`src/rtl/hazard_scoreboard.sv`:
```
// hazard_scoreboard
//   Per-register scoreboard of cycles-until-forwardable for in-flight
//   producers (ALU, load, multicycle MUL/DIV). It sits beside ID and raises
//   a single stall to IF/ID, with a per-cause breakdown and a saturating
//   stall-cycle counter.
// Ports
//   clk_i, reset_ni          clock, async active-low reset
//   id_valid_i               valid instruction in ID
//   id_rs_i/id_rt_i          source addresses
//   id_rs_use_i/id_rt_use_i  bit0 read in EX, bit1 read in ID (branch/jr)
//   id_wr_en_i/id_wr_addr_i  destination write enable / address
//   id_class_i               0 ALU, 1 load, 2 MUL/DIV, 3 treated as ALU
//   pipe_flush_i             flush all in-flight state
//   stat_clear_i             synchronous clear of stall_cycles_o
//   stall_o                  hold PC and IF/ID, bubble into ID/EX
//   stall_cause_o            bit0 RAW-EX, bit1 RAW-ID, bit2 WAW, bit3 MDU busy
//   mdu_busy_o               MUL/DIV unit occupied
//   stall_cycles_o           saturating count of stalled cycles

// One scoreboard entry: EX-use and ID-use wait counters for one register.
module hazard_reg_cnt #(
  parameter int CNT_W = 3
) (
  input  logic             clk_i,
  input  logic             reset_ni,
  input  logic             flush_i,
  input  logic             load_i,
  input  logic [CNT_W-1:0] ld_ex_i,
  input  logic [CNT_W-1:0] ld_id_i,
  output logic [CNT_W-1:0] cnt_ex_o,
  output logic [CNT_W-1:0] cnt_id_o
);
  logic [CNT_W-1:0] ex_q, ex_d, id_q, id_d;

  always_comb begin
    ex_d = (ex_q != '0) ? ex_q - CNT_W'(1) : '0;
    id_d = (id_q != '0) ? id_q - CNT_W'(1) : '0;
    if (flush_i) begin
      ex_d = '0;
      id_d = '0;
    end else if (load_i) begin
      // a fresh issue overrides the decrement
      ex_d = ld_ex_i;
      id_d = ld_id_i;
    end
  end

  always_ff @(posedge clk_i or negedge reset_ni) begin
    if (!reset_ni) begin
      ex_q <= '0;
      id_q <= '0;
    end else begin
      ex_q <= ex_d;
      id_q <= id_d;
    end
  end

  assign cnt_ex_o = ex_q;
  assign cnt_id_o = id_q;
endmodule

module hazard_scoreboard #(
  parameter int NUM_REGS  = 32,
  parameter int ADDR_W    = 5,
  parameter int LOAD_WAIT = 1,
  parameter int MUL_LAT   = 4,
  parameter int CNT_W     = 3,
  parameter int STAT_W    = 16
) (
  input  logic              clk_i,
  input  logic              reset_ni,
  input  logic              id_valid_i,
  input  logic [ADDR_W-1:0] id_rs_i,
  input  logic [ADDR_W-1:0] id_rt_i,
  input  logic [1:0]        id_rs_use_i,
  input  logic [1:0]        id_rt_use_i,
  input  logic              id_wr_en_i,
  input  logic [ADDR_W-1:0] id_wr_addr_i,
  input  logic [1:0]        id_class_i,
  input  logic              pipe_flush_i,
  input  logic              stat_clear_i,
  output logic              stall_o,
  output logic [3:0]        stall_cause_o,
  output logic              mdu_busy_o,
  output logic [STAT_W-1:0] stall_cycles_o
);
  // id_wait peaks at MUL_LAT (or LOAD_WAIT+1); both must fit the counter.
  if (MUL_LAT < 2 || MUL_LAT > (2**CNT_W) - 1 || LOAD_WAIT + 1 > (2**CNT_W) - 1 ||
      NUM_REGS > 2**ADDR_W) begin : g_param_err
    $error("hazard_scoreboard: illegal MUL_LAT/LOAD_WAIT/CNT_W/NUM_REGS combination");
  end

  localparam logic [1:0] CLS_LOAD = 2'd1;
  localparam logic [1:0] CLS_MUL  = 2'd2;

  function automatic logic [CNT_W-1:0] ex_wait_f(input logic [1:0] cls);
    case (cls)
      CLS_LOAD: ex_wait_f = CNT_W'(LOAD_WAIT);
      CLS_MUL:  ex_wait_f = CNT_W'(MUL_LAT - 1);
      default:  ex_wait_f = '0;
    endcase
  endfunction

  logic [NUM_REGS-1:0][CNT_W-1:0] cnt_ex, cnt_id;
  logic [CNT_W-1:0]  mdu_cnt_q, mdu_cnt_d;
  logic [STAT_W-1:0] stall_cycles_q, stall_cycles_d;
  logic [CNT_W-1:0]  ex_wait, id_wait, wa_cnt;
  logic rs_ex_nz, rs_id_nz, rt_ex_nz, rt_id_nz;
  logic raw_ex, raw_id, waw, mdu_hz;
  logic [3:0] cause;
  logic stall, issue;

  assign ex_wait = ex_wait_f(id_class_i);
  assign id_wait = ex_wait + CNT_W'(1);

  // r0 is hardwired zero; it never has a producer in flight
  assign cnt_ex[0] = '0;
  assign cnt_id[0] = '0;

  for (genvar r = 1; r < NUM_REGS; r++) begin : g_reg
    hazard_reg_cnt #(.CNT_W(CNT_W)) u_cnt (
      .clk_i    (clk_i),
      .reset_ni (reset_ni),
      .flush_i  (pipe_flush_i),
      .load_i   (issue && id_wr_en_i && id_wr_addr_i == ADDR_W'(r)),
      .ld_ex_i  (ex_wait),
      .ld_id_i  (id_wait),
      .cnt_ex_o (cnt_ex[r]),
      .cnt_id_o (cnt_id[r])
    );
  end

  // Address lookup as a compare loop starting at 1: r0 and addresses beyond
  // NUM_REGS simply never match and so never hazard.
  always_comb begin
    rs_ex_nz = 1'b0;
    rs_id_nz = 1'b0;
    rt_ex_nz = 1'b0;
    rt_id_nz = 1'b0;
    wa_cnt   = '0;
    for (int r = 1; r < NUM_REGS; r++) begin
      if (id_rs_i == ADDR_W'(r)) begin
        rs_ex_nz = |cnt_ex[r];
        rs_id_nz = |cnt_id[r];
      end
      if (id_rt_i == ADDR_W'(r)) begin
        rt_ex_nz = |cnt_ex[r];
        rt_id_nz = |cnt_id[r];
      end
      if (id_wr_addr_i == ADDR_W'(r)) wa_cnt = cnt_ex[r];
    end
  end

  assign raw_ex = (id_rs_use_i[0] & rs_ex_nz) | (id_rt_use_i[0] & rt_ex_nz);
  assign raw_id = (id_rs_use_i[1] & rs_id_nz) | (id_rt_use_i[1] & rt_id_nz);
  // A newer write may only retire no earlier than the pending one.
  assign waw    = id_wr_en_i & (id_wr_addr_i != '0) & (wa_cnt > ex_wait);
  assign mdu_hz = (id_class_i == CLS_MUL) & (mdu_cnt_q != '0);

  assign cause = id_valid_i ? {mdu_hz, waw, raw_id, raw_ex} : 4'b0;
  assign stall = (|cause) & ~pipe_flush_i;
  assign issue = id_valid_i & ~stall & ~pipe_flush_i;

  always_comb begin
    mdu_cnt_d = (mdu_cnt_q != '0) ? mdu_cnt_q - CNT_W'(1) : '0;
    if (pipe_flush_i)                       mdu_cnt_d = '0;
    else if (issue && id_class_i == CLS_MUL) mdu_cnt_d = CNT_W'(MUL_LAT - 1);
  end

  always_comb begin
    stall_cycles_d = stall_cycles_q;
    if (stat_clear_i)                     stall_cycles_d = '0;
    else if (stall && !(&stall_cycles_q)) stall_cycles_d = stall_cycles_q + STAT_W'(1);
  end

  always_ff @(posedge clk_i or negedge reset_ni) begin
    if (!reset_ni) begin
      mdu_cnt_q      <= '0;
      stall_cycles_q <= '0;
    end else begin
      mdu_cnt_q      <= mdu_cnt_d;
      stall_cycles_q <= stall_cycles_d;
    end
  end

  assign stall_o        = stall;
  assign stall_cause_o  = stall ? cause : 4'b0;
  assign mdu_busy_o     = (mdu_cnt_q != '0);
  assign stall_cycles_o = stall_cycles_q;
endmodule
```
`config.mk`:
```
export PLATFORM = sky130hd
export DESIGN_NAME = hazard_scoreboard
export DESIGN_NICKNAME = d
export VERILOG_FILES = /design/src/rtl/hazard_scoreboard.sv
export SDC_FILE = /design/constraint.sdc
export NUM_CORES = 1
export LEC_CHECK = 0
export CORE_ASPECT_RATIO = 0.9
export CORE_MARGIN = 1
export CORE_UTILIZATION = 60
export DETAILED_ROUTE_END_ITERATION = 6
export GPL_TIMING_DRIVEN = 0
export PLACE_DENSITY = 0.78
export SLEW_MARGIN = 20
export SYNTH_ARGS = -nofsm -noshare
export SYNTH_HDL_FRONTEND = slang
export SYNTH_HIERARCHICAL = 1
export SYNTH_SLANG_ARGS = --single-unit
export TNS_END_PERCENT = 100
```
`constraint.sdc`:
```
create_clock -name clk_i -period 13.1 [get_ports clk_i]
set_clock_uncertainty 0.15 [all_clocks]
set_input_delay 1.965 -clock clk_i [delete_from_list [all_inputs] [get_ports clk_i]]
set_output_delay 1.965 -clock clk_i [all_outputs]
set_load 0.02 [all_outputs]
```
==> reports/results.txt, run 1 <==
Uppermost routed layer - met4
Setup Fix Bufs, Post-CTS - 0
Setup_tns - 0 ns
Final hold vios - 0
Synth Area in Compound Gates - 29.5%
Violated checks - design-rule violations
DRC - 12
Max VDD drop - 0.000100 V
Crit Path Max Fanout - 10
CTS tree - done
Final-stage net count - 1854
Number of global-route vias before repair - 13877
Max Cap Viol - 0
Post-synthesis mux area share - 2.83%
PwrDens - 94.4 nW/um^2
# clock sinks - 205
Top_reg_cell synth - dfrtp_1
Syn_area_per_cell - 8.43 sq um
RSZ-0062 raised after global routing - false
Seq/Total Area, Yosys - 35.4%
DR vias - 14674
Final ANT Viol Nets - 0
Commonest cells after routing, fill and taps aside - nor2_1, dfrtp_1, nand2_1
Hold depth - 2
GR Util All Layers - 41.2%
I/O pin count - 49
Dpl cell area - 15600 sq um
Worst R2R Setup Slack - 6.52 ns
Slowest CP cell - a2111oi_4
Hold Path Sink - g_reg[18].u_cnt/cnt_id_o[1]
Grt ovf - 0
Area share of and/or/nand/nor cells after synthesis - 25.2%
Initial Util - 61.5%
Cell variety after synth - 90
CP cell instances - clkdlybuf4s50_1 > buf_4 > buf_2 > buf_1 > buf_1 > clkbuf_1 > buf_1 > o32ai_1 > o32ai_1 > a32oi_1 > ha_1 > nor2b_1 > o21ai_0 > o211ai_1 > a211oi_1 > a31oi_1 > o221a_2 > a2111oi_4 > buf_4 > nor2_1 > clkdlybuf4s50_1
Finished Cell Area - 16400 sq um
Ant diodes - 0
Register Area - 5130 sq um
Status - complete, but fails checks
Vias per inst - 6.86
Met3 WL - 5420 um
Largest net degree at the start of global routing - 101
Clock Latency Late Sink - 0.52 ns
FMAX - 89.6 MHz
Post-synth EDFFs - 0
Clock tree buffer depth - 3
Post-cts hold buffer count - 0
Metal2 WL - 22700 um
Die area - 24800 sq um
CP peak stage delay - 0.65 ns
Hold Crit Class - flip-flop to flip-flop
Die Wd - 166 um
Minimum clock period - 11.16 ns
Post_cts resized - 0
Post-synth top area share - 35.4%
Die height - 149 um
Pleak - 6.08 nW
Core area - 23500 sq um
Total CTS buffers - 22
Area leader, netlist - dfrtp_1
Initial antenna violation count - 0
Share of cells above drive strength 1 - 14.8%
Fin crit share - 85.2%
Critical Path Start Type - primary input
Root buffer cell - clkbuf_16
P&R area growth vs syn - 13.3%
Detailed Route Iter0 Violations - 2006
Area contributors post-synth - dfrtp_1, nor2_1, a221oi_2
Reg2Reg Depth - 23
Slew @ Worst Pin - 1.19 ns
Post-Syn Area - 14500 sq um
Adder-cell share of the synthesized area - 0.518%
Largest family of logic cells by synthesized area - compound AO/OA/AOI/OAI gates
GP Congestion - 1.02
Yosys reg bits - 205
Hpwl dp - 36600 um
DRT Pass-1 Iters - 7
Max-slew violation count - 0
Total Routed Length - 51500 um
Synth warn - 6
M1 WL - 20900 um
Synth Instances - 1718
Drt wl/cell - 24.1 um
Critical path arrival - 9.05 ns
Worst-path clk slew - 0.06 ns
Xor/xnor share of the synthesized area - 0.121%
Rel. slew slack - 20.3%
Htree depth - 1
Fraction of registers with async set or reset after synthesis - 100%
Hold_ws - 0.421 ns
FILL cells - 1863
HP Start - g_reg[18].u_cnt/cnt_id_o[2]
Req. time, crit path - 10.98 ns
Commonest non-fill, non-tap cell in the layout - nor2_1
WS Path Type - primary input to output port
Setup crit end kind - output port
Row cnt - 53
Reg-to-reg startpoint - g_reg[2].u_cnt/cnt_ex_o[0]
Setup Viol. Count Final - 0
First-pass GRT wire length - 79000 um
Cell with the most instances on the worst path - buf_1
Reg2Reg Capture Point - g_reg[20].u_cnt/cnt_ex_o[0]
Multi-input gate area - 8560 sq um
IO buf count - 43
## worst max path at each step
| stage | start | to | slack [ns] | depth (start not counted) |
|---|---|---|---|---|
| floorplan | id_wr_addr_i[0] | stall_o | 4.85 | 20 |
| finish | id_wr_addr_i[1] | stall_o | 1.94 | 21 |
| global placement | reset_ni | g_reg[30].u_cnt/cnt_ex_o[1] | 1.28 | 1 |
| global route | id_wr_addr_i[1] | stall_o | 1.86 | 21 |
| detailed placement | id_wr_addr_i[1] | stall_o | 2.20 | 21 |
| CTS | id_wr_addr_i[1] | stall_o | 2.18 | 21 |
## report_power, final
part | internal [mW] | total, mW | switching (mW)
combinational | 0.0592 | 0.207 | 0.148
clock | 0.436 | 0.705 | 0.269
sequential | 0.635 | 0.637 | 0.00225
## critical path, delay by kind of cell
family	cells	cell delay (ns)
simple gates	2	0.20
buf+inv	9	3.85
fa+ha+maj	1	0.32
compound gates	9	2.68
## cell families (layout without fill, tap and decap cells)
family / after synthesis / after routing
simple gates: 756 / 756
compound gates: 540 / 540
flops: 205 / 205
buf+inv: 171 / 260
mux: 37 / 37
fa+ha+maj: 6 / 6
xor+xnor: 2 / 2
other cells: 1 / 31
## sequential cells by signal, indices dropped and copies added, names as in the netlist
signal	count
mdu_cnt_q	3
g.u_cnt/cnt_id_o	93
g.u_cnt/cnt_ex_o	93
stall_cycles_o	16
## final cells by class
cell class                      count  area share, %
Inverter                           77           1.76
Timing Repair Buffer               49           3.64
Tap cell                          302           2.30
Sequential cell                   205           31.3
Clock buffer                       29           3.83
Multi-Input combinational cell   1372           52.2
Buffer                             94           3.92
Clock inverter                     11           1.12
## cells in the mapped netlist (all sizes together) (4+ instances only)
cell type	number
a311oi	4
nor3	68
and2	6
o221ai	8
ha	6
o22ai	17
nand3	29
mux2i	17
or4	4
a211o	4
buf	73
a21o	6
o21ai	97
o2111ai	4
o32ai	6
o31ai	16
clkbuf	21
a211oi	13
nand2	170
nor3b	8
nand4	13
nand3b	10
or3b	4
nor4	27
dfrtp	205
mux2	19
or2	8
nor2	270
a2111oi	5
nand2b	78
and3	6
a22oi	5
o211ai	8
a2bb2oi	67
a32oi	4
a21oi	170
nor2b	27
a31oi	9
nor4b	7
o41ai	5
inv	75
a221oi	67
or3	13
## per-stage QoR
| stage | setup WS (ns) | util [%] | power [mW] | instances |
|---|---|---|---|---|
| 5_1_grt | 1.86 | 69.7 | 1.58 | 2139 |
| 2_1_floorplan | 4.85 | - | 0.751 | 1748 |
| 4_1_cts | 2.18 | 69.7 | 1.54 | 2139 |
| 6_report | 1.94 | 69.7 | 1.55 | 2139 |
| 3_3_place_gp | 1.28 | 65.4 | 0.841 | 2093 |
| 3_5_place_dp | 2.20 | 66.3 | 0.846 | 2099 |
## metal layers
layer  GRT usage (%)  vias to the layer above
li1                -                     6468
met1            54.8                     7181
met2            64.4                      849
met3            9.02                      176
met4            19.5                        0
met5               0                        -
Note: power is estimated with default switching activity, not from simulation.
==> run 2: changes to the inputs <==
--- a/config.mk
+++ b/config.mk
@@ -5,9 +5,10 @@
 export SDC_FILE = /design/constraint.sdc
 export NUM_CORES = 1
 export LEC_CHECK = 0
-export CORE_ASPECT_RATIO = 0.9
+export CORE_ASPECT_RATIO = 0.6
 export CORE_MARGIN = 1
 export CORE_UTILIZATION = 60
+export CTS_BUF_LIST = sky130_fd_sc_hd__clkbuf_2
 export DETAILED_ROUTE_END_ITERATION = 6
 export GPL_TIMING_DRIVEN = 0
 export PLACE_DENSITY = 0.78
==> run 2 against run 1 <==
The flow now finishes without violations. Non-clock buffer count increased by 1. Highest routed layer unchanged. Sequential share of layout area increased by 0.60 points. Worst setup slack improved by 0.094 ns. Core utilization decreased by 0.91 points. Critical path depth unchanged. Sequential cell count unchanged. Clock-buffer cell count increased by 42. Global-route usage increased by 0.88 points.
==> reports/results.txt, run 2 (same netlist as run 1, synthesis figures left out) <==
Status - finished, final reports clean
IO buf count - 43
Max VDD drop - 0.0000736 V
Pleak - 6.03 nW
Dpl cells - 2113
CTS tree - done
PwrDens - 80.4 nW/um^2
Seq pwr share - 49.1%
Critical Path Start Type - primary input
Crit Path Max Fanout - 10
Minimum clock period - 11.07 ns
Hold Crit Class - flip-flop to flip-flop
Row cnt - 43
GP Congestion - 1.09
CP peak stage delay - 0.74 ns
WS Path Type - primary input to output port
P&R area growth vs syn - 11.2%
Fin crit share - 84.5%
Pint - 0.861 mW
Slowest CP cell - a2111oi_4
Root buffer cell - clkbuf_2
RSZ-0062 raised after global routing - false
Hpwl dp - 37700 um
Max Cap Viol - 0
Grt ovf - 0
Logic pwr share - 15.8%
Clock tree buffer depth - 3
Number of global-route vias before repair - 13503
Vias per inst - 6.73
Slew @ Worst Pin - 1.24 ns
Initial Util - 61.9%
Design Power - 1.30 mW
CP cell instances - clkdlybuf4s50_1 > buf_4 > buf_2 > buf_1 > buf_1 > clkbuf_1 > buf_1 > o32ai_1 > o32ai_1 > a32oi_1 > ha_1 > nor2b_1 > o21ai_0 > o211ai_1 > a211oi_1 > a31oi_1 > o221a_2 > a2111oi_4 > buf_4 > nor2_1 > clkdlybuf4s50_1
Clock power frac - 35.1%
Share of cells above drive strength 1 - 16.4%
Setup crit end kind - output port
Commonest non-fill, non-tap cell in the layout - nor2_1
Die Wd - 203 um
Total Routed Length - 52500 um
Switching share of power - 33.5%
Final cell count without fillers - 2205
WP buf/inv - 9
Post_cts resized - 0
Rel. slew slack - 16.2%
Clock Latency Late Sink - 0.94 ns
Final ANT Viol Nets - 0
# clock sinks - 205
Cell with the most instances on the worst path - buf_1
Core area - 23400 sq um
CP top delay family - buffers and inverters
Finished Cell Area - 16100 sq um
Die area - 24800 sq um
Switching Power - 0.434 mW
DRT Pass-1 Iters - 7
Initial antenna violation count - 1
FMAX - 90.4 MHz
Reg-to-reg startpoint - g_reg[2].u_cnt/cnt_ex_o[0]
First-pass GRT wire length - 79200 um
Commonest cells after routing, fill and taps aside - nor2_1, dfrtp_1, nand2_1
GR Util All Layers - 42.1%
PnR worst setup slack - 2.03 ns
Drt wl/cell - 23.8 um
Die height - 122 um
I/O pin count - 49
Setup Fix Bufs, Post-CTS - 0
Critical Path Source - id_wr_addr_i[1]
Setup Viol. Count Final - 0
Post-cts hold buffer count - 0
Final hold vios - 0
Worst-path clk slew - 0.11 ns
Critical path arrival - 8.95 ns
Dpl cell area - 15600 sq um
Setup_tns - 0 ns
Max-slew violation count - 0
Largest net degree at the start of global routing - 101
Total CTS buffers - 49
DR vias - 14844
DRC - 0
Dpl ws - 2.41 ns
Detailed Route Iter0 Violations - 2164
HP Start - mdu_cnt_q[0]
Req. time, crit path - 10.98 ns
Final-stage net count - 1882
Htree depth - 2
[run 2: changes by cell type in the layout (fill, tap and decap cells not counted), moves of 4 or more]
| cell | change |
|---|---|
| clkinv_1 | +16 |
| clkbuf_2 | +71 |
| clkbuf_16 | -23 |
| bufinv_16 | -4 |
[run 2: worst register-to-register path: stages, from the launching register on]
cell and delay (ns):
dfrtp_1 0.49, mux2_2 0.31, a311oi_1 0.50, o221ai_1 0.24, o31ai_1 0.12, o21ai_0 0.13, a31oi_1 0.27, a311oi_1 0.10
o31ai_1 0.29, ha_1 0.21, nor2b_1 0.04, o21ai_0 0.40, o211ai_1 0.16, a211oi_1 0.22, a31oi_1 0.13, o221a_2 0.38
a2111oi_4 0.74, buf_4 0.33, nand4_2 0.45, nor2_1 0.39, buf_6 0.20, a21oi_2 0.05, a221oi_2 0.25
[run 2: power groups by stage]
| stage | combinational [mW] | sequential, mW | clock, mW |
|---|---|---|---|
| floorplan | 0.103 | 0.648 | 0 |
| global placement | 0.187 | 0.649 | 0 |
| detailed placement | 0.196 | 0.648 | 0 |
| CTS | 0.196 | 0.636 | 0.459 |
| global route | 0.215 | 0.637 | 0.493 |
| finish | 0.204 | 0.636 | 0.455 |
[run 2: worst paths after layout]
check,slack (ns),end,depth (start not counted)
max,2.03,stall_o,21
min,0.42,mdu_cnt_q[0],3
max reg2reg,6.49,g_reg[28].u_cnt/cnt_id_o[1],22
min reg2reg,0.42,mdu_cnt_q[0],3
max in group asynchronous,11.19,stall_cycles_o[5],2
min in group asynchronous,0.74,g_reg[7].u_cnt/cnt_ex_o[1],1
[run 2: stage by stage]
step                      hold WS, ns  utilization, %
after detailed placement        0.395            66.8
after floorplan                 0.363               -
after CTS                       0.420            68.8
after global routing            0.459            68.8
final                           0.419            68.8
after global placement          0.399            65.9
[run 2: metal layers]
metal / routed length [um] / global-route usage, %
met1: 22900 / 61.3
met2: 20800 / 55.9
met3: 7480 / 16.9
met4: 1310 / 13.5
met5: 0 / 0
[run 2: layout make-up]
cell class | instances | area [sq um]
inverters | 77 | 289
clock buffers | 71 | 355
multi-input cells | 1372 | 8550
well taps | 315 | 394
diodes | 1 | 2.50
repair buffers | 50 | 626
clock inverters | 20 | 108
plain buffers | 94 | 643
fillers | 1894 | 7300
flip-flops and latches | 205 | 5130
